File: src/rtl/qsfp_i2c_pkg.sv
// Shared types and constants for the QSFP I2C command arbiter.
package qsfp_i2c_pkg;

    typedef enum logic [1:0] {
        ST_IDLE  = 2'd0,
        ST_ISSUE = 2'd1,
        ST_WAIT  = 2'd2,
        ST_DONE  = 2'd3
    } state_e;

    localparam int I2C_ID_W   = 8;
    localparam int I2C_ADDR_W = 8;
    localparam int I2C_DATA_W = 8;

    localparam logic [I2C_DATA_W-1:0] TIMEOUT_RDATA = 8'hFF;
    localparam logic [23:0] DEFAULT_TIMEOUT_CYCLES = 24'd3_000_000;

endpackage

File: src/rtl/qsfp_i2c_rr_pick.sv
// Combinational round-robin pick: first set request at or after ptr_i, wrapping.
module qsfp_i2c_rr_pick #(
    parameter int NUM_REQ = 2,
    parameter int PTR_W   = 1
) (
    input  logic [NUM_REQ-1:0] req_i,
    input  logic [PTR_W-1:0]   ptr_i,
    output logic [NUM_REQ-1:0] grant_o,
    output logic [PTR_W-1:0]   idx_o,
    output logic               valid_o
);

    logic [PTR_W-1:0] cand;

    always_comb begin
        grant_o = '0;
        idx_o   = '0;
        valid_o = 1'b0;
        cand    = '0;
        for (int k = 0; k < NUM_REQ; k++) begin
            cand = PTR_W'((int'(ptr_i) + k) % NUM_REQ);
            if (!valid_o && req_i[cand]) begin
                valid_o       = 1'b1;
                idx_o         = cand;
                grant_o[cand] = 1'b1;
            end
        end
    end

endmodule

File: src/rtl/qsfp_i2c_cmd_arbiter.sv
// Shares the single I2C sequencer command port between NUM_REQ requesters,
// round-robin, one transaction at a time, with a WAIT watchdog.
module qsfp_i2c_cmd_arbiter
    import qsfp_i2c_pkg::*;
#(
    parameter int                  NUM_REQ        = 2,
    parameter int                  TO_WIDTH       = 24,
    parameter logic [TO_WIDTH-1:0] TIMEOUT_CYCLES = TO_WIDTH'(DEFAULT_TIMEOUT_CYCLES)
) (
    input  logic                          clk,
    input  logic                          rst,
    input  logic [NUM_REQ-1:0]            req,
    input  logic [NUM_REQ-1:0]            req_rw,
    input  logic [I2C_ID_W*NUM_REQ-1:0]   req_id,
    input  logic [I2C_ADDR_W*NUM_REQ-1:0] req_addr,
    input  logic [I2C_DATA_W*NUM_REQ-1:0] req_wdata,
    output logic [NUM_REQ-1:0]            grant,
    output logic [NUM_REQ-1:0]            done,
    output logic                          err,
    output logic [I2C_DATA_W-1:0]         rdata,
    output logic                          busy,
    output logic                          IO_CONTROL_PULSE,
    output logic                          IO_CONTROL_RW,
    output logic [I2C_ID_W-1:0]           IO_CONTROL_ID,
    output logic [I2C_ADDR_W-1:0]         IO_ADDR_ADDR,
    output logic [I2C_DATA_W-1:0]         IO_WDATA_WDATA,
    input  logic [I2C_DATA_W-1:0]         IO_RDATA_RDATA,
    input  logic                          IO_CONTROL_CMPLT
);

    // state | meaning
    // IDLE  | no owner, waiting for any req
    // ISSUE | start pulse to sequencer, watchdog cleared
    // WAIT  | waiting for CMPLT or watchdog expiry
    // DONE  | done pulse to owner, rr pointer advances
    localparam int PTR_W = (NUM_REQ > 1) ? $clog2(NUM_REQ) : 1;
    localparam logic [PTR_W-1:0]    PTR_LAST = PTR_W'(NUM_REQ - 1);
    localparam logic [TO_WIDTH-1:0] WD_LAST  = TIMEOUT_CYCLES - 1'b1;

    state_e                  state_q, state_d;
    logic [NUM_REQ-1:0]      grant_q, grant_d;
    logic [PTR_W-1:0]        idx_q, idx_d;
    logic [PTR_W-1:0]        ptr_q, ptr_d;
    logic [TO_WIDTH-1:0]     wd_q, wd_d;
    logic                    rw_q, rw_d;
    logic [I2C_ID_W-1:0]     id_q, id_d;
    logic [I2C_ADDR_W-1:0]   addr_q, addr_d;
    logic [I2C_DATA_W-1:0]   wdata_q, wdata_d;
    logic [I2C_DATA_W-1:0]   rdata_q, rdata_d;
    logic                    err_q, err_d;

    logic [NUM_REQ-1:0]      pick_grant;
    logic [PTR_W-1:0]        pick_idx;
    logic                    pick_valid;

    logic [I2C_ID_W-1:0]     id_arr    [NUM_REQ];
    logic [I2C_ADDR_W-1:0]   addr_arr  [NUM_REQ];
    logic [I2C_DATA_W-1:0]   wdata_arr [NUM_REQ];

    for (genvar g = 0; g < NUM_REQ; g++) begin : g_unpack
        assign id_arr[g]    = req_id[I2C_ID_W*g +: I2C_ID_W];
        assign addr_arr[g]  = req_addr[I2C_ADDR_W*g +: I2C_ADDR_W];
        assign wdata_arr[g] = req_wdata[I2C_DATA_W*g +: I2C_DATA_W];
    end

    qsfp_i2c_rr_pick #(
        .NUM_REQ (NUM_REQ),
        .PTR_W   (PTR_W)
    ) u_pick (
        .req_i   (req),
        .ptr_i   (ptr_q),
        .grant_o (pick_grant),
        .idx_o   (pick_idx),
        .valid_o (pick_valid)
    );

    always_ff @(posedge clk or posedge rst) begin
        if (rst) begin
            state_q <= ST_IDLE;
            grant_q <= '0;
            idx_q   <= '0;
            ptr_q   <= '0;
            wd_q    <= '0;
            rw_q    <= 1'b0;
            id_q    <= '0;
            addr_q  <= '0;
            wdata_q <= '0;
            rdata_q <= '0;
            err_q   <= 1'b0;
        end else begin
            state_q <= state_d;
            grant_q <= grant_d;
            idx_q   <= idx_d;
            ptr_q   <= ptr_d;
            wd_q    <= wd_d;
            rw_q    <= rw_d;
            id_q    <= id_d;
            addr_q  <= addr_d;
            wdata_q <= wdata_d;
            rdata_q <= rdata_d;
            err_q   <= err_d;
        end
    end

    always_comb begin
        state_d = state_q;
        grant_d = grant_q;
        idx_d   = idx_q;
        ptr_d   = ptr_q;
        wd_d    = wd_q;
        rw_d    = rw_q;
        id_d    = id_q;
        addr_d  = addr_q;
        wdata_d = wdata_q;
        rdata_d = rdata_q;
        err_d   = err_q;
        case (state_q)
            ST_IDLE: begin
                if (pick_valid) begin
                    grant_d = pick_grant;
                    idx_d   = pick_idx;
                    rw_d    = req_rw[pick_idx];
                    id_d    = id_arr[pick_idx];
                    addr_d  = addr_arr[pick_idx];
                    wdata_d = wdata_arr[pick_idx];
                    state_d = ST_ISSUE;
                end
            end
            ST_ISSUE: begin
                wd_d    = '0;
                state_d = ST_WAIT;
            end
            ST_WAIT: begin
                // CMPLT takes priority over a coincident watchdog expiry
                if (IO_CONTROL_CMPLT) begin
                    rdata_d = IO_RDATA_RDATA;
                    err_d   = 1'b0;
                    state_d = ST_DONE;
                end else if (wd_q == WD_LAST) begin
                    rdata_d = TIMEOUT_RDATA;
                    err_d   = 1'b1;
                    state_d = ST_DONE;
                end else begin
                    wd_d = wd_q + 1'b1;
                end
            end
            ST_DONE: begin
                grant_d = '0;
                ptr_d   = (idx_q == PTR_LAST) ? '0 : idx_q + 1'b1;
                state_d = ST_IDLE;
            end
            default: state_d = ST_IDLE;
        endcase
    end

    assign grant            = grant_q;
    assign done             = (state_q == ST_DONE) ? grant_q : '0;
    assign err              = err_q;
    assign rdata            = rdata_q;
    assign busy             = (state_q != ST_IDLE);
    assign IO_CONTROL_PULSE = (state_q == ST_ISSUE);
    assign IO_CONTROL_RW    = rw_q;
    assign IO_CONTROL_ID    = id_q;
    assign IO_ADDR_ADDR     = addr_q;
    assign IO_WDATA_WDATA   = wdata_q;

endmodule

File: config.mk
export PLATFORM = sky130hd
export DESIGN_NAME = qsfp_i2c_cmd_arbiter
export DESIGN_NICKNAME = d
export VERILOG_FILES = /design/src/rtl/qsfp_i2c_pkg.sv /design/src/rtl/qsfp_i2c_rr_pick.sv /design/src/rtl/qsfp_i2c_cmd_arbiter.sv
export SDC_FILE = /design/constraint.sdc
export NUM_CORES = 1
export LEC_CHECK = 0
export ABC_AREA = 1
export CAP_MARGIN = 30
export CORE_UTILIZATION = 40
export DETAILED_ROUTE_END_ITERATION = 6
export PLACE_DENSITY = 0.71
export SYNTH_ARGS = -nofsm -noshare
export SYNTH_HDL_FRONTEND = slang
export SYNTH_SLANG_ARGS = --single-unit
export TNS_END_PERCENT = 100
File: constraint.sdc
create_clock -name clk -period 2.6 [get_ports clk]
set_input_delay 0.26 -clock clk [delete_from_list [all_inputs] [get_ports clk]]
set_output_delay 0.26 -clock clk [all_outputs]
set_load 0.02 [all_outputs]
==> impl_results.html, run 1 <==
<table>
<tr><th>Metric</th><th>Value</th></tr>
<tr><th colspan="2">Run status</th></tr>
<tr><td>Outcome</td><td>complete, no violations</td></tr>
<tr><th colspan="2">Synth</th></tr>
<tr><td>Leading cell types by total area after synthesis</td><td>dfrtp_1 (45%), nand2_1 (18%), nor2_1 (9.3%)</td></tr>
<tr><td>Count of yosys warnings during synthesis</td><td>0</td></tr>
<tr><td>Portion of synthesized cell area occupied by the leading cell type</td><td>45.3%</td></tr>
<tr><td>Synthesis-stage register bit count</td><td>64</td></tr>
<tr><td>Number of distinct library cell variants in the gate-level netlist after synthesis</td><td>29</td></tr>
<tr><td>Proportion of synthesized chip area in sequential cells</td><td>a little under half</td></tr>
<tr><td>Number of instances in the synthesized netlist</td><td>between 400 and 500</td></tr>
<tr><td>Avg Synthesized Cell Area</td><td>7.15 µm²</td></tr>
<tr><td>Synthesized netlist net count</td><td>564</td></tr>
<tr><td>Cell area after synthesis</td><td>3540 µm²</td></tr>
<tr><td>Cell type with the highest aggregate area in the netlist</td><td>dfrtp_1</td></tr>
<tr><th colspan="2">Final layout</th></tr>
<tr><td>Total Nets Final</td><td>667</td></tr>
<tr><td>Synthesis-to-layout area growth</td><td>38.3%</td></tr>
<tr><td>Most common cell after layout, fill and taps aside</td><td>nand2_1</td></tr>
<tr><td>Ant diodes</td><td>0</td></tr>
<tr><td>Total non-filler cell area in the finished layout</td><td>4890 µm²</td></tr>
<tr><td>Share of post-route cells with drive strength above 1</td><td>6.30%</td></tr>
<tr><td>Commonest cells after routing, fill and taps aside</td><td>nand2_1 (165), clkdlybuf4s50_1 (102), nor2_1 (88), dfrtp_1 (64), inv_1 (43)</td></tr>
<tr><td>Layout fillers</td><td>761</td></tr>
<tr><th colspan="2">Placed design</th></tr>
<tr><td>Number of I/O port buffers</td><td>102</td></tr>
<tr><td>Half-perimeter wire length after detailed placement</td><td>between 7000 and 8000 µm</td></tr>
<tr><td>GP Congestion</td><td>about 0.86</td></tr>
<tr><td>Cell area after placement</td><td>4680 µm²</td></tr>
<tr><th colspan="2">Global routing</th></tr>
<tr><td>Largest net degree at the start of global routing</td><td>38</td></tr>
<tr><td>Global-route track usage on met3</td><td>around 8.3%</td></tr>
<tr><td>Via count of the first global-routing pass</td><td>3423</td></tr>
<tr><td>Aggregate global routing overflow</td><td>0</td></tr>
<tr><td>GR peak layer</td><td>met2</td></tr>
<tr><td>GRT met2 Usage</td><td>36.9%</td></tr>
<tr><td>Met1 track demand over resource</td><td>26.3%</td></tr>
<tr><td>Global-route wire length before repair</td><td>15600 µm</td></tr>
<tr><td>Number of antenna violations at the first check in global routing</td><td>0</td></tr>
<tr><td>Global routing usage summed across all routing layers</td><td>22.1%</td></tr>
<tr><th colspan="2">Flow run</th></tr>
<tr><td># Max-Cap Violations</td><td>0</td></tr>
<tr><th colspan="2">STA</th></tr>
<tr><td>Final period utilization</td><td>78.2%</td></tr>
<tr><td>Post-Route Skew</td><td>7.21 ps</td></tr>
<tr><td>Slew at the pin closest to its max-slew limit</td><td>614 ps</td></tr>
<tr><td>Total count of hold-check failures in the final report</td><td>0</td></tr>
<tr><td>Timing-limited maximum frequency</td><td>just under 500 MHz</td></tr>
<tr><td>Final min period</td><td>between 2000 and 2500 ps</td></tr>
<tr><td>Final number of setup-violating endpoints</td><td>0</td></tr>
<tr><td>Rel. slew slack</td><td>59.0%</td></tr>
<tr><td>Final count of pins violating max slew</td><td>0</td></tr>
<tr><td>Aggregate negative setup slack</td><td>0 ps</td></tr>
<tr><td>RSZ-0062 raised after global routing</td><td>no</td></tr>
<tr><th colspan="2">Detailed routing</th></tr>
<tr><td>Wire length per cell after detailed routing</td><td>12.9 µm</td></tr>
<tr><td>Detailed router's first-iteration violation count</td><td>232</td></tr>
<tr><td>Count of antenna-violating nets left after detailed routing</td><td>0</td></tr>
<tr><td>Remaining design rule violation count</td><td>0</td></tr>
<tr><td>Number of vias per cell</td><td>4.95</td></tr>
<tr><td>Routed WL</td><td>between 9000 and 10000 µm</td></tr>
<tr><td>First drt pass iteration count</td><td>5</td></tr>
<tr><td>Vias</td><td>between 3k and 4k</td></tr>
<tr><th colspan="2">CTS</th></tr>
<tr><td>Buffer type at the clock tree root</td><td>clkbuf_8</td></tr>
<tr><td>Number of buffers inserted to repair setup after CTS</td><td>0</td></tr>
<tr><td>Buffer levels on the longest clock path</td><td>2</td></tr>
<tr><td>Clock latency reported for the late side of the worst-skew pair</td><td>around 330 ps</td></tr>
<tr><td>Number of resized instances in the post-cts repair step</td><td>0</td></tr>
<tr><td>Clock sink count</td><td>64</td></tr>
<tr><td>CTS H-Tree Depth</td><td>3</td></tr>
<tr><td>Hold Buf Count CTS</td><td>0</td></tr>
<tr><td>Total CTS buffers</td><td>9</td></tr>
<tr><td>Worst-path clk slew</td><td>~70 ps</td></tr>
<tr><td>Clock tree from TritonCTS</td><td>done</td></tr>
<tr><th colspan="2">Die</th></tr>
<tr><td>Die Footprint</td><td>9220 µm²</td></tr>
<tr><td>Area of the core</td><td>8380 µm²</td></tr>
<tr><td>Standard-cell rows</td><td>33</td></tr>
<tr><td>Starting density of the core</td><td>42.2%</td></tr>
<tr><td>Die width</td><td>96.0 µm</td></tr>
<tr><td>I/O pin cnt</td><td>103</td></tr>
<tr><td>Height of the die</td><td>96.0 µm</td></tr>
<tr><th colspan="2">Setup path</th></tr>
<tr><td>Type of the setup path with the least slack</td><td>reg -&gt; out</td></tr>
<tr><td>Most frequent cell on the critical path</td><td>inv_1</td></tr>
<tr><td>Delay of the slowest cell on the worst path</td><td>between 600 and 700 ps</td></tr>
<tr><td>Setup crit end kind</td><td>output pin</td></tr>
<tr><td>CP Cell Sequence</td><td>inv_1 &gt; ha_1 &gt; inv_1 &gt; clkdlybuf4s50_1</td></tr>
<tr><td>Slowest library cell on the worst path</td><td>clkdlybuf4s50_1</td></tr>
<tr><td>Crit path launch type</td><td>flip-flop</td></tr>
<tr><td>WP data arrival</td><td>1770 ps</td></tr>
<tr><td>Required time of the worst setup path</td><td>2340 ps</td></tr>
<tr><td>Crit Path Max Fanout</td><td>5</td></tr>
<tr><th colspan="2">Hold path</th></tr>
<tr><td>Type of the most critical hold path</td><td>in -&gt; async</td></tr>
<tr><th colspan="2">Pwr</th></tr>
<tr><td>Power density cells</td><td>977 nW/µm²</td></tr>
<tr><td>IR Drop Worst-Case VDD</td><td>0.516 mV</td></tr>
<tr><td>Static Leak</td><td>2.17 nW</td></tr>
</table>
[synthesized netlist by cell type, drive strengths merged]
cell / count
a21oi: 6
nor3: 1
nand3: 27
ha: 6
nand3b: 1
o21a: 1
nand4: 5
o21bai: 1
or2: 1
clkinv: 1
nor2: 92
a31oi: 25
o21ai: 26
buf: 10
nand2: 169
clkbuf: 7
xor2: 4
o22ai: 1
inv: 47
dfrtp: 64
[routing by layer]
layer,wire length [µm],vias to the layer above,part of all wire (%)
met3,876,13,9.6
met2,4370,106,48
met5,0,-,0
met1,3760,1618,41
li1,-,1769,-
met4,122,0,1.3
[flip-flops by register name, indices dropped and copies added, names as in the netlist]
| register | count |
|---|---|
| IO_CONTROL_ID | 8 |
| idx_q | 1 |
| IO_ADDR_ADDR | 8 |
| state_q | 2 |
| wd_q | 24 |
| IO_WDATA_WDATA | 8 |
| err | 1 |
| rdata | 8 |
| IO_CONTROL_RW | 1 |
| grant | 2 |
| ptr_q | 1 |
[where the power goes]
part / switching (mW) / internal (mW)
combinational: 1.34 / 1.01
sequential: 0.194 / 1.32
clock: 0.374 / 0.547
[cell families after synthesis]
group                      share of synthesized area, %
and+or+nand+nor                                    33.9
buffers and inverters                              8.03
DFF                                                45.3
AOI/OAI and AO/OA                                  9.66
adders and majority gates                          2.12
xor gates and xnor gates                          0.990
[critical path, delay by kind of cell, from the launching register on]
kind	cells	cell delay, ps
flip-flops	1	390
adder cells (fa/ha/maj)	1	250
buffers and inverters	3	810
[area by class of cell]
| class | instances | area [µm²] | area share (%) |
|---|---|---|---|
| clock buffers | 14 | 183 | 3.73 |
| repair buffers | 109 | 1110 | 22.7 |
| well taps | 105 | 131 | 2.68 |
| inverters | 48 | 180 | 3.68 |
| clock inverters | 2 | 35.0 | 0.716 |
| flip-flops and latches | 64 | 1600 | 32.7 |
| multi-input cells | 366 | 1650 | 33.8 |
[through the flow]
stage / worst slack (ps) / hold slack (ps) / power (mW) / std cells / util, %
after floorplan: 742 / 404 / 2.94 / 495 / -
after global placement: 727 / 463 / 3.85 / 692 / 55.8
after detailed placement: 633 / 472 / 3.90 / 692 / 55.8
after CTS: 551 / 338 / 4.84 / 708 / 58.4
after global routing: 475 / 386 / 5.14 / 708 / 58.4
final: 567 / 322 / 4.78 / 708 / 58.4
[worst paths after layout]
path                                 start  cells past startpoint                 to  slack, ps
max in group asynchronous              rst                      3  IO_WDATA_WDATA[4]       1670
min in group clk                     idx_q                      2              idx_q        480
worst max-delay path            state_q[1]                      4               busy        570
worst min-delay path                   rst                      2            wd_q[0]        320
worst min register to register       idx_q                      2              idx_q        480
worst max register to register  state_q[0]                      7            wd_q[2]        710
Power figures use the tool's default switching activity.
==> run 2: changes to the inputs <==
--- a/config.mk
+++ b/config.mk
@@ -9,7 +9,7 @@
 export CAP_MARGIN = 30
 export CORE_UTILIZATION = 40
 export DETAILED_ROUTE_END_ITERATION = 6
-export PLACE_DENSITY = 0.71
+export PLACE_DENSITY = 0.74
 export SYNTH_ARGS = -nofsm -noshare
 export SYNTH_HDL_FRONTEND = slang
 export SYNTH_SLANG_ARGS = --single-unit
==> constraint.sdc (replaced) <==
create_clock -name clk -period 1.72 [get_ports clk]
set_input_delay 0.172 -clock clk [delete_from_list [all_inputs] [get_ports clk]]
set_output_delay 0.172 -clock clk [all_outputs]
set_load 0.02 [all_outputs]
==> impl_results.html, run 2 (synthesis gave the netlist of run 1 again) <==
<table>
<tr><th>Metric</th><th>Value</th></tr>
<tr><th colspan="2">STA</th></tr>
<tr><td>Final count of pins violating max slew</td><td>0</td></tr>
<tr><td>Aggregate negative setup slack</td><td>-151 ps</td></tr>
<tr><td>Final number of setup-violating endpoints</td><td>10</td></tr>
<tr><td>Final min period</td><td>1770 ps</td></tr>
<tr><td>Timing-limited maximum frequency</td><td>564 MHz</td></tr>
<tr><td>Slew at the pin closest to its max-slew limit</td><td>between 300 and 400 ps</td></tr>
<tr><td>Post-Route Skew</td><td>8.36 ps</td></tr>
<tr><td>RSZ-0062 raised after global routing</td><td>yes</td></tr>
<tr><td>Final period utilization</td><td>103%</td></tr>
<tr><td>Total count of hold-check failures in the final report</td><td>0</td></tr>
<tr><td>Final setup margin</td><td>-52.5 ps</td></tr>
<tr><td>Rel. slew slack</td><td>between 70% and 80%</td></tr>
<tr><td>Worst-case hold slack</td><td>250 ps</td></tr>
<tr><th colspan="2">Detailed routing</th></tr>
<tr><td>Remaining design rule violation count</td><td>0</td></tr>
<tr><td>Count of antenna-violating nets left after detailed routing</td><td>0</td></tr>
<tr><td>First drt pass iteration count</td><td>5</td></tr>
<tr><td>Vias</td><td>3697</td></tr>
<tr><td>Detailed router's first-iteration violation count</td><td>~200</td></tr>
<tr><td>Number of vias per cell</td><td>5.11</td></tr>
<tr><td>Wire length per cell after detailed routing</td><td>13.8 µm</td></tr>
<tr><td>Routed WL</td><td>about 10000 µm</td></tr>
<tr><th colspan="2">Global routing</th></tr>
<tr><td>Global-route wire length before repair</td><td>15400 µm</td></tr>
<tr><td>Number of antenna violations at the first check in global routing</td><td>0</td></tr>
<tr><td>Global routing usage summed across all routing layers</td><td>22.1%</td></tr>
<tr><td>Largest net degree at the start of global routing</td><td>65</td></tr>
<tr><td>Aggregate global routing overflow</td><td>0</td></tr>
<tr><td>Via count of the first global-routing pass</td><td>3409</td></tr>
<tr><th colspan="2">Die</th></tr>
<tr><td>Die width</td><td>96.0 µm</td></tr>
<tr><td>Starting density of the core</td><td>between 40% and 50%</td></tr>
<tr><td>Standard-cell rows</td><td>33</td></tr>
<tr><td>Height of the die</td><td>96.0 µm</td></tr>
<tr><td>Die Footprint</td><td>between 9000 and 10000 µm²</td></tr>
<tr><td>Area of the core</td><td>8380 µm²</td></tr>
<tr><td>I/O pin cnt</td><td>103</td></tr>
<tr><th colspan="2">CTS</th></tr>
<tr><td>Hold Buf Count CTS</td><td>0</td></tr>
<tr><td>Clock tree from TritonCTS</td><td>done</td></tr>
<tr><td>Worst-path clk slew</td><td>80 ps</td></tr>
<tr><td>Buffer type at the clock tree root</td><td>clkbuf_8</td></tr>
<tr><td>Clock latency reported for the late side of the worst-skew pair</td><td>350 ps</td></tr>
<tr><td>Total CTS buffers</td><td>9</td></tr>
<tr><td>Clock sink count</td><td>between 60 and 70</td></tr>
<tr><td>CTS H-Tree Depth</td><td>3</td></tr>
<tr><td>Buffer levels on the longest clock path</td><td>2</td></tr>
<tr><th colspan="2">Setup path</th></tr>
<tr><td>Most frequent cell on the critical path</td><td>nand2_1</td></tr>
<tr><td>Crit path launch type</td><td>flip-flop</td></tr>
<tr><td>Count of cells along the worst register-to-register path</td><td>11</td></tr>
<tr><td>WP data arrival</td><td>approximately 2000 ps</td></tr>
<tr><td>Reg2Reg Setup Slack</td><td>-50 ps</td></tr>
<tr><td>CP Cell Sequence</td><td>ha_4 &gt; nand2_4 &gt; nor2_4 &gt; nand2_1 &gt; nor2_1 &gt; nand3_2 &gt; nand3_4 &gt; buf_12 &gt; inv_6 &gt; nand2_2 &gt; nand2_1</td></tr>
<tr><td>Setup crit end kind</td><td>flip-flop</td></tr>
<tr><td>Reg-to-reg critical path endpoint</td><td>wd_q[23]</td></tr>
<tr><td>Slowest library cell on the worst path</td><td>dfrtp_1</td></tr>
<tr><td>Critical R2R Launch</td><td>wd_q[1]</td></tr>
<tr><td>Type of the setup path with the least slack</td><td>reg -&gt; reg</td></tr>
<tr><td>Required time of the worst setup path</td><td>1950 ps</td></tr>
<tr><td>Crit Path Max Fanout</td><td>6</td></tr>
<tr><td>Delay of the slowest cell on the worst path</td><td>420 ps</td></tr>
<tr><th colspan="2">Final layout</th></tr>
<tr><td>Final core area utilization</td><td>63.1%</td></tr>
<tr><td>Share of post-route cells with drive strength above 1</td><td>13.9%</td></tr>
<tr><td>Synthesis-to-layout area growth</td><td>49.6%</td></tr>
<tr><td>Flip-flop count of the largest register after layout</td><td>24</td></tr>
<tr><td>Count of non-filler cells in the finished layout</td><td>724</td></tr>
<tr><td>Total Nets Final</td><td>683</td></tr>
<tr><td>Register with the most flip-flops</td><td>wd_q</td></tr>
<tr><td>Most common cell after layout, fill and taps aside</td><td>nand2_1</td></tr>
<tr><td>Ant diodes</td><td>0</td></tr>
<tr><td>Layout fillers</td><td>703</td></tr>
<tr><td>Commonest cells after routing, fill and taps aside</td><td>nand2_1 (147), clkdlybuf4s50_1 (98), nor2_1 (86), dfrtp_1 (62), inv_1 (43)</td></tr>
<tr><th colspan="2">Placed design</th></tr>
<tr><td>Number of I/O port buffers</td><td>about 100</td></tr>
<tr><td>GP Congestion</td><td>approximately 0.86</td></tr>
<tr><td>Cell count after placement</td><td>698</td></tr>
<tr><td>Half-perimeter wire length after detailed placement</td><td>7040 µm</td></tr>
<tr><th colspan="2">Pwr</th></tr>
<tr><td>Int Pwr</td><td>5.29 mW</td></tr>
<tr><td>Power dissipated by switching net loads</td><td>3.27 mW</td></tr>
<tr><td>Clk network pwr share</td><td>22.1%</td></tr>
<tr><td>Combinational Power Share</td><td>51.0%</td></tr>
<tr><td>Fraction of power spent switching nets</td><td>38.2%</td></tr>
<tr><td>Static Leak</td><td>2.36 nW</td></tr>
<tr><td>IR Drop Worst-Case VDD</td><td>0.956 mV</td></tr>
<tr><td>Relative contribution of sequential cells to total power</td><td>about 27%</td></tr>
<tr><td>PnR Total Power</td><td>about 8.6 mW</td></tr>
<tr><td>Power density cells</td><td>between 1500 and 2000 nW/µm²</td></tr>
<tr><th colspan="2">Run status</th></tr>
<tr><td>Violations in the final reports</td><td>negative setup slack</td></tr>
<tr><td>Outcome</td><td>finished, violations left</td></tr>
<tr><th colspan="2">Flow run</th></tr>
<tr><td># Max-Cap Violations</td><td>0</td></tr>
<tr><th colspan="2">Hold path</th></tr>
<tr><td>Type of the most critical hold path</td><td>in -&gt; async</td></tr>
</table>
run 2: changes by cell type in the layout (fill, tap and decap cells not counted), sizes merged:
cell,previous run,this run
buf,7,20
inv,47,46
clkbuf,14,13
clkinvlp,0,1
clkinv,2,3
bufinv,1,5
dlygate4sd2,0,3
clkdlybuf4s50,102,98
run 2: area by class of cell:
class / instances / area [µm²] / area share, %
Sequential cell: 64 / 1600 / 30.3
Clock buffer: 9 / 124 / 2.34
Inverter: 48 / 189 / 3.57
Timing Repair Buffer: 125 / 1300 / 24.6
Tap cell: 105 / 131 / 2.48
Clock inverter: 7 / 168 / 3.17
Multi-Input combinational cell: 366 / 1780 / 33.6
run 2: worst max path at each step:
stage / from / to / slack (ps) / cells past startpoint
2_1_floorplan: state_q[0] / err / 150 / 7
3_3_place_gp: wd_q[0] / wd_q[7] / 130 / 9
3_5_place_dp: state_q[0] / wd_q[15] / 20 / 6
4_1_cts: state_q[1] / busy / 4 / 4
5_1_grt: wd_q[1] / wd_q[23] / -110 / 11
6_report: wd_q[1] / wd_q[23] / -50 / 11
run 2: routing by layer:
metal | track usage (%) | vias up | wire, µm
li1 | - | 1805 | -
met1 | 25.0 | 1721 | 3930
met2 | 37.4 | 157 | 4900
met3 | 8.61 | 14 | 995
met4 | 8.33 | 0 | 163
met5 | 0 | - | 0
run 2: power groups by stage:
stage          combinational, mW  clock [mW]  sequential, mW
2_1_floorplan               1.68           0            2.77
3_3_place_gp                3.63           0            2.29
3_5_place_dp                3.68           0            2.30
4_1_cts                     3.67        1.91            2.29
5_1_grt                     4.69        1.98            2.35
6_report                    4.36        1.89            2.30
run 2: worst max-delay path: cells and delay by family, from the launching register on:
family,cells,cell delay (ps)
buf+inv,2,200
fa+ha+maj,1,170
simple gates,8,860
flops,1,420
run 2: what timing repair did:
action	CTS	global route
endpoints found under the setup margin	4	35
cloned	0	3
gates resized for setup	5	47
buffers inserted	0	7
pin swaps	0	11
run 2: per-stage QoR:
| stage | instance area, µm² | worst slack (ps) |
|---|---|---|
| floorplan | 3540 | 147 |
| global placement | 4740 | 133 |
| detailed placement | 4740 | 24.6 |
| CTS | 5030 | 4.01 |
| global route | 5290 | -112 |
| finish | 5290 | -52.5 |
